$ cat src/rtl/mem_arbiter.sv
// mem_arbiter: two-port memory arbiter with one shared single-port memory.
// Each transfer runs IDLE -> ACCESS (WAIT_STATES+1 cycles) -> DONE (ack pulse).
// Optional macro MEM_ARBITER_RR_EN selects round-robin arbitration on ties;
// when it is undefined, port 0 has fixed priority.
module mem_arbiter #(
  parameter int unsigned DW          = 16,
  parameter int unsigned AW          = 16,
  parameter int unsigned WAIT_STATES = 1
) (
  input  logic          clk,
  input  logic          rst_n,
  input  logic          req0,
  input  logic          we0,
  input  logic [AW-1:0] addr0,
  input  logic [DW-1:0] wdata0,
  input  logic          req1,
  input  logic          we1,
  input  logic [AW-1:0] addr1,
  input  logic [DW-1:0] wdata1,
  input  logic [DW-1:0] mem_rdata,
  output logic          mem_en,
  output logic          mem_we,
  output logic [AW-1:0] mem_addr,
  output logic [DW-1:0] mem_wdata,
  output logic          ack0,
  output logic          ack1,
  output logic [DW-1:0] rdata,
  output logic          busy,
  output logic          gnt_id
);

  localparam int unsigned CW = 4;

  typedef enum logic [1:0] {
    IDLE   = 2'd0,
    ACCESS = 2'd1,
    DONE   = 2'd2
  } state_e;

  typedef struct packed {
    logic          we;
    logic [AW-1:0] addr;
    logic [DW-1:0] wdata;
  } xfer_t;

  state_e        state_q, state_d;
  logic [CW-1:0] cnt_q, cnt_d;
  xfer_t         xfer_q, xfer_d;
  logic          mem_en_q, mem_en_d;
  logic          mem_we_q, mem_we_d;
  logic          ack0_q, ack0_d;
  logic          ack1_q, ack1_d;
  logic [DW-1:0] rdata_q, rdata_d;
  logic          busy_q, busy_d;
  logic          gnt_q, gnt_d;
  logic          win_c;

`ifdef MEM_ARBITER_RR_EN
  logic          last_q, last_d;

  // Round-robin: a lone request wins; on a tie the port not granted last wins.
  always_comb begin
    win_c = req1 & (~req0 | ~last_q);
  end
`else
  // Fixed priority: port 1 wins only when port 0 is not requesting.
  always_comb begin
    win_c = req1 & ~req0;
  end
`endif

  // State and output registers; reset aborts any transfer in flight.
  always_ff @(posedge clk or negedge rst_n) begin
    if (!rst_n) begin
      state_q  <= IDLE;
      cnt_q    <= '0;
      xfer_q   <= '0;
      mem_en_q <= 1'b0;
      mem_we_q <= 1'b0;
      ack0_q   <= 1'b0;
      ack1_q   <= 1'b0;
      rdata_q  <= '0;
      busy_q   <= 1'b0;
      gnt_q    <= 1'b0;
`ifdef MEM_ARBITER_RR_EN
      last_q   <= 1'b1;
`endif
    end else begin
      state_q  <= state_d;
      cnt_q    <= cnt_d;
      xfer_q   <= xfer_d;
      mem_en_q <= mem_en_d;
      mem_we_q <= mem_we_d;
      ack0_q   <= ack0_d;
      ack1_q   <= ack1_d;
      rdata_q  <= rdata_d;
      busy_q   <= busy_d;
      gnt_q    <= gnt_d;
`ifdef MEM_ARBITER_RR_EN
      last_q   <= last_d;
`endif
    end
  end

  // Next-state logic; outputs are computed for the cycle being entered.
  always_comb begin
    state_d  = state_q;
    cnt_d    = cnt_q;
    xfer_d   = xfer_q;
    mem_en_d = 1'b0;
    mem_we_d = 1'b0;
    ack0_d   = 1'b0;
    ack1_d   = 1'b0;
    rdata_d  = rdata_q;
    gnt_d    = gnt_q;
`ifdef MEM_ARBITER_RR_EN
    last_d   = last_q;
`endif

    unique case (state_q)
      IDLE: begin
        if (req0 || req1) begin
          gnt_d = win_c;
          if (win_c) begin
            xfer_d.we    = we1;
            xfer_d.addr  = addr1;
            xfer_d.wdata = wdata1;
          end else begin
            xfer_d.we    = we0;
            xfer_d.addr  = addr0;
            xfer_d.wdata = wdata0;
          end
          cnt_d    = CW'(WAIT_STATES);
          mem_en_d = 1'b1;
          mem_we_d = win_c ? we1 : we0;
          state_d  = ACCESS;
`ifdef MEM_ARBITER_RR_EN
          last_d   = win_c;
`endif
        end
      end
      ACCESS: begin
        if (cnt_q == '0) begin
          if (!xfer_q.we) begin
            rdata_d = mem_rdata;
          end
          ack0_d  = ~gnt_q;
          ack1_d  = gnt_q;
          state_d = DONE;
        end else begin
          cnt_d    = cnt_q - CW'(1);
          mem_en_d = 1'b1;
          mem_we_d = xfer_q.we;
        end
      end
      DONE: begin
        state_d = IDLE;
      end
      default: begin
        state_d = IDLE;
      end
    endcase

    busy_d = (state_d != IDLE);
  end

  assign mem_en    = mem_en_q;
  assign mem_we    = mem_we_q;
  assign mem_addr  = xfer_q.addr;
  assign mem_wdata = xfer_q.wdata;
  assign ack0      = ack0_q;
  assign ack1      = ack1_q;
  assign rdata     = rdata_q;
  assign busy      = busy_q;
  assign gnt_id    = gnt_q;

endmodule

$ cat config.mk
export PLATFORM = sky130hd
export DESIGN_NAME = mem_arbiter
export DESIGN_NICKNAME = d
export VERILOG_FILES = /design/src/rtl/mem_arbiter.sv
export SDC_FILE = /design/constraint.sdc
export NUM_CORES = 1
export LEC_CHECK = 0
export BUFFER_PORTS_ARGS = -buffer_cell sky130_fd_sc_hd__buf_2
export CAP_MARGIN = 40
export CORE_AREA = 2 2 81 83
export CTS_CLUSTER_SIZE = 12
export DETAILED_ROUTE_END_ITERATION = 8
export DIE_AREA = 0 0 83 85
export PLACE_DENSITY = 0.89
export SLEW_MARGIN = 20
export SYNTH_ARGS = -nofsm -noshare
export SYNTH_HDL_FRONTEND = slang
export SYNTH_SLANG_ARGS = --single-unit
$ cat constraint.sdc
create_clock -name clk -period 5.21 [get_ports clk]
set_clock_uncertainty 0.2 [all_clocks]
set_input_delay 1.042 -clock clk [delete_from_list [all_inputs] [get_ports clk]]
set_output_delay 1.042 -clock clk [all_outputs]
set_load 0.01 [all_outputs]
# ---- Word level (Yosys, flattened, before mapping)
# Cells that the tools add are included.
dict set report word_totals {
  register_bits 61
  wordCells 46
  out_inout_bits 54
  inputBits 86
}
dict set report classes {
  add_sub_neg 1
  bitwise_logic 4
  n_mux 18
  eq_ne 3
  reduce_logical 8
}
# operator count
set ops {}
lappend ops {{33-bit 2-to-1 mux} 1}
lappend ops {{1-bit 2-to-1 mux} 9}
lappend ops {{4-bit 2-to-1 mux} 2}
lappend ops {{4-bit one-hot mux with 2 select lines} 1}
lappend ops {{3-bit AND reduction} 2}
lappend ops {{4-bit logical NOT} 1}
lappend ops {{2-bit 2-to-1 mux} 2}
lappend ops {{2-bit inequality test (second input constant)} 2}
lappend ops {{1-bit one-hot mux with 2 select lines} 2}
lappend ops {{2-bit one-hot mux with 2 select lines} 1}
lappend ops {{2-bit nonzero test} 2}
lappend ops {{4-bit by 1-bit subtractor with 4-bit output (second input constant)} 1}
lappend ops {{1-bit NOT} 3}
lappend ops {{2-bit by 1-bit equality test with 1-bit output (second input constant)} 1}
lappend ops {{2-bit logical NOT} 1}
lappend ops {{2-bit AND reduction} 1}
lappend ops {{1-bit AND} 1}
lappend ops {{1-bit logical OR} 1}

# ---- Depth between registers and ports, before layout
dict set report depth {
  word_depth 5
  depth_mapped 6
  depth_no_buf 5
}

# ---- Worst setup path before layout
# No wires, ideal clock.
dict set report synth_timing {
  path_kind {in2reg}
  start {in req0}
  end {reg xfer_q (netlist bit mem_addr[10])}
  required_ns 4.875
  path_buffers 2
  path_stages 4
  setup_time_ns 0.135
  slack_ns 3.120
  t_arrival_ns 1.756
  cell_sequence {o21ai_0 buf_2 clkbuf_1 o21ai_0}
}
dict set report synth_via {
  elab_chain_len 3
  elab_cells_between_ends 5
  cone_classes {mux (1); bitwise (2); reduce/logical (2)}
}
# item line_no
set synth_lines {}
lappend synth_lines {{start, declared} 12} ;# input logic req0,
lappend synth_lines {{1-bit NOT} 68} ;# win_c = req1 & ~req0;
lappend synth_lines {{1-bit AND} 68}
lappend synth_lines {{33-bit 2-to-1 mux} 124} ;# if (win_c) begin
lappend synth_lines {{end signal, assigned} 91} ;# xfer_q <= xfer_d;
lappend synth_lines {{end, declared} 48} ;# xfer_t xfer_q, xfer_d;
# Parallel ways exist; a longest one is shown, timed or not.
# A chain may end at the register's enable or synchronous reset.

# ---- Final worst setup path
dict set report layout_timing {
  start {reg gnt_q, in the netlist gnt_id}
  end {out gnt_id}
}
# item line_no
set layout_lines {}
lappend layout_lines {{start, declared} 55} ;# logic gnt_q, gnt_d;
lappend layout_lines {{start signal, assigned} 98} ;# gnt_q <= gnt_d;
lappend layout_lines {{end, declared} 29} ;# output logic gnt_id
# No word-level cell between the ends.

==> results.cfg <==
[timing]
finalMaxSlewViolations = 0
slew_headroom_pct = 51.6
fmax_ghz = 0.462
tightest_slew_ps = 726
final-hold-violation-count = 0
period_minus_slack_ps = 2170
tns_ps = 0
setup_viol = 0
period_share_pct = 41.6
rsz0062_at_grt = no

[die]
num_rows = 29
die_w_um = 83
die_y_um = 85
num_io_pins = 140
start_util_pct = 48.2
core_area_um2 = 6200
die_area_um2 = 7060

[place]
dp.final_hpwl_um = 4980
gp_congestion = 0.742
port_buffers = 139
place_area_um2 = 3520

[worst_setup_path]
slowest_delay_ps = 430
cp_data_arrival_time_ps = 920
endpoint_kind = primary output
critPathLaunchType = register
worst-setup-path-type = register to primary output
cp_slowest_cell = dfrtp_1
worstPathCellList = buf_2
path_delay_family = flip-flops
crit_required_ps = 3970
crit_buf_inv = 1
crit_fanout = 4

[min_path]
hold_class = register to register

[layout]
n_fill_cell = 509
final_area_um2 = 3760
seqCellArea_um2 = 1530
num_antenna_cells = 0
final_cell_mix = buf_2, o21ai_0, dfrtp_1
drive_gt1_share_pct = 49.6
layout.nets = 456
mostFrequentLayoutCell = buf_2
multiInputGateArea_um2 = 1130
layout-area-overhead-vs-synth_pct = 25.7

[clock_tree]
htreeDepth = 3
clkLatencyLatePin_ps = 320
cts_tree = built
cts_buffers = 9
cts_setup_buffers = 0
root_buffer = clkbuf_8
clockBufferDepth = 2
cts_hold_buf = 0
post_cts_resized = 0
clock_sinks = 61
clk_pin_slew_ps = 70

[routing]
drc = 0
drt_pre_antenna_iters = 4
num_vias = 2353
drtAntennaViolNets = 0
drt_iter0_markers = 95
wl_per_cell_um = 15.4
routed_wl_um = 6920
viasPerCell = 5.23

[logic_synthesis]
ys_seq_elements = 61
ys_seq_area_share_pct = 51.1
avgSynthCellArea_um2 = 11.4
yosysWarnings = 0
syn-cell-area_um2 = 2990
synth_nets = 349
ys.flop_type = dfrtp_1
async_reset_ff_share_pct = 100
synth_cell_types = 30
synthCells = 261
synth-edff-count = 0

[global_routing]
grt.total_usage_pct = 19.9
grt_max_degree = 62
antenna_found_initial = 0
grt_pass1_wl_um = 11100
grt_pass1_vias = 2419
grt_overflow = 0

[flow_run]
drv_cap = 0

[pwr]
swShare_pct = 36.2
max-vdd-ir-drop_v = 0.000262
clkPwrFrac_pct = 19.9
leakage_uw = 0.00202
power.density_nw_per_um2 = 579
power_frac_comb_pct = 42.0
power_frac_seq_pct = 38.1
p_switching_uw = 787
intPower_uw = 1390

[status]
status = finished clean
-- worst reg2reg max path, delay by kind of cell (launching register included) --
family | cells | cell delay (ps)
AND/OR/NAND/NOR | 2 | 660
multiplexers | 1 | 390
flip-flops | 1 | 380
adder cells (fa/ha/maj) | 1 | 210
buffers and inverters | 1 | 110
-- cells by family (layout without fill, tap and decap cells) --
family | Yosys count | count (layout) | synth area share, %
mux | 51 | 51 | 19.1
simple gates | 19 | 19 | 4.40
flops | 61 | 61 | 51.1
buf+inv | 52 | 164 | 11.3
fa+ha+maj | 2 | 2 | 0.837
compound gates | 76 | 76 | 13.3
-- metal layers --
metal / wire length [um] / track usage [%]
met1: 2690 / 22.9
met5: 0 / 0
met3: 402 / 4.67
met2: 3620 / 34.1
met4: 215 / 11.5
-- flip-flops by register name, summed over array words and instances, names as in the netlist --
signal and cells:
ack0 1, mem_we 1, cnt_q 4, busy 1, state_q 2, mem_en 1, gnt_id 1, ack1 1
mem_wdata 16, xfer_q 1, rdata 16, mem_addr 16
-- through the flow --
| step | std cells | hold slack, ps | setup WS, ps | power, uW | util [%] |
|---|---|---|---|---|---|
| 6_report | 450 | 303 | 3040 | 2170 | 60.5 |
| 5_1_grt | 450 | 327 | 2960 | 2320 | 60.5 |
| 4_1_cts | 449 | 307 | 3030 | 2200 | 60.1 |
| 3_5_place_dp | 433 | 292 | 2700 | 1760 | 56.7 |
| 3_3_place_gp | 431 | 284 | 2500 | 1690 | 56.2 |
| 2_1_floorplan | 261 | 274 | 3120 | 1540 | - |
-- power by group through the flow --
| stage | clock network [uW] | logic, uW | registers [uW] |
|---|---|---|---|
| final | 432 | 914 | 829 |
| after global placement | 0 | 874 | 819 |
| after global routing | 467 | 1000 | 854 |
| after floorplan | 0 | 691 | 849 |
| after detailed placement | 0 | 922 | 836 |
| after CTS | 447 | 926 | 828 |
-- layout make-up --
type,instances,share of cell area (%)
multi-input combinational,148,30.2
timing repair buffer,145,20.7
sequential,61,40.6
clock inverter,3,1.13
tap,77,2.56
inverter,3,0.300
clock buffer,13,4.50
-- final timing paths --
| check | start | end | slack [ps] | cells after the start |
|---|---|---|---|---|
| max in group asynchronous | rst_n | cnt_q[0] | 3940 | 3 |
| setup reg to reg | cnt_q[0] | rdata[1] | 3150 | 5 |
| setup / recovery | gnt_id | gnt_id | 3040 | 1 |
| hold / removal | mem_addr[11] | mem_addr[11] | 300 | 2 |
| min in group asynchronous | rst_n | rdata[7] | 390 | 2 |
| hold reg to reg | mem_addr[11] | mem_addr[11] | 300 | 2 |
-- Yosys cell counts, types with 3 or more instances --
master	instances	share of area, %
nor2_1	3	0.38
buf_4	35	8.8
clkbuf_1	11	1.4
mux2i_1	33	11
dfrtp_1	61	51
o21ai_0	65	11
o22ai_1	3	0.63
mux2_2	8	3.0
inv_1	3	0.38
nor3_1	4	0.67
mux2_4	10	5.0
No activity file was read; power rests on OpenSTA's default activity.
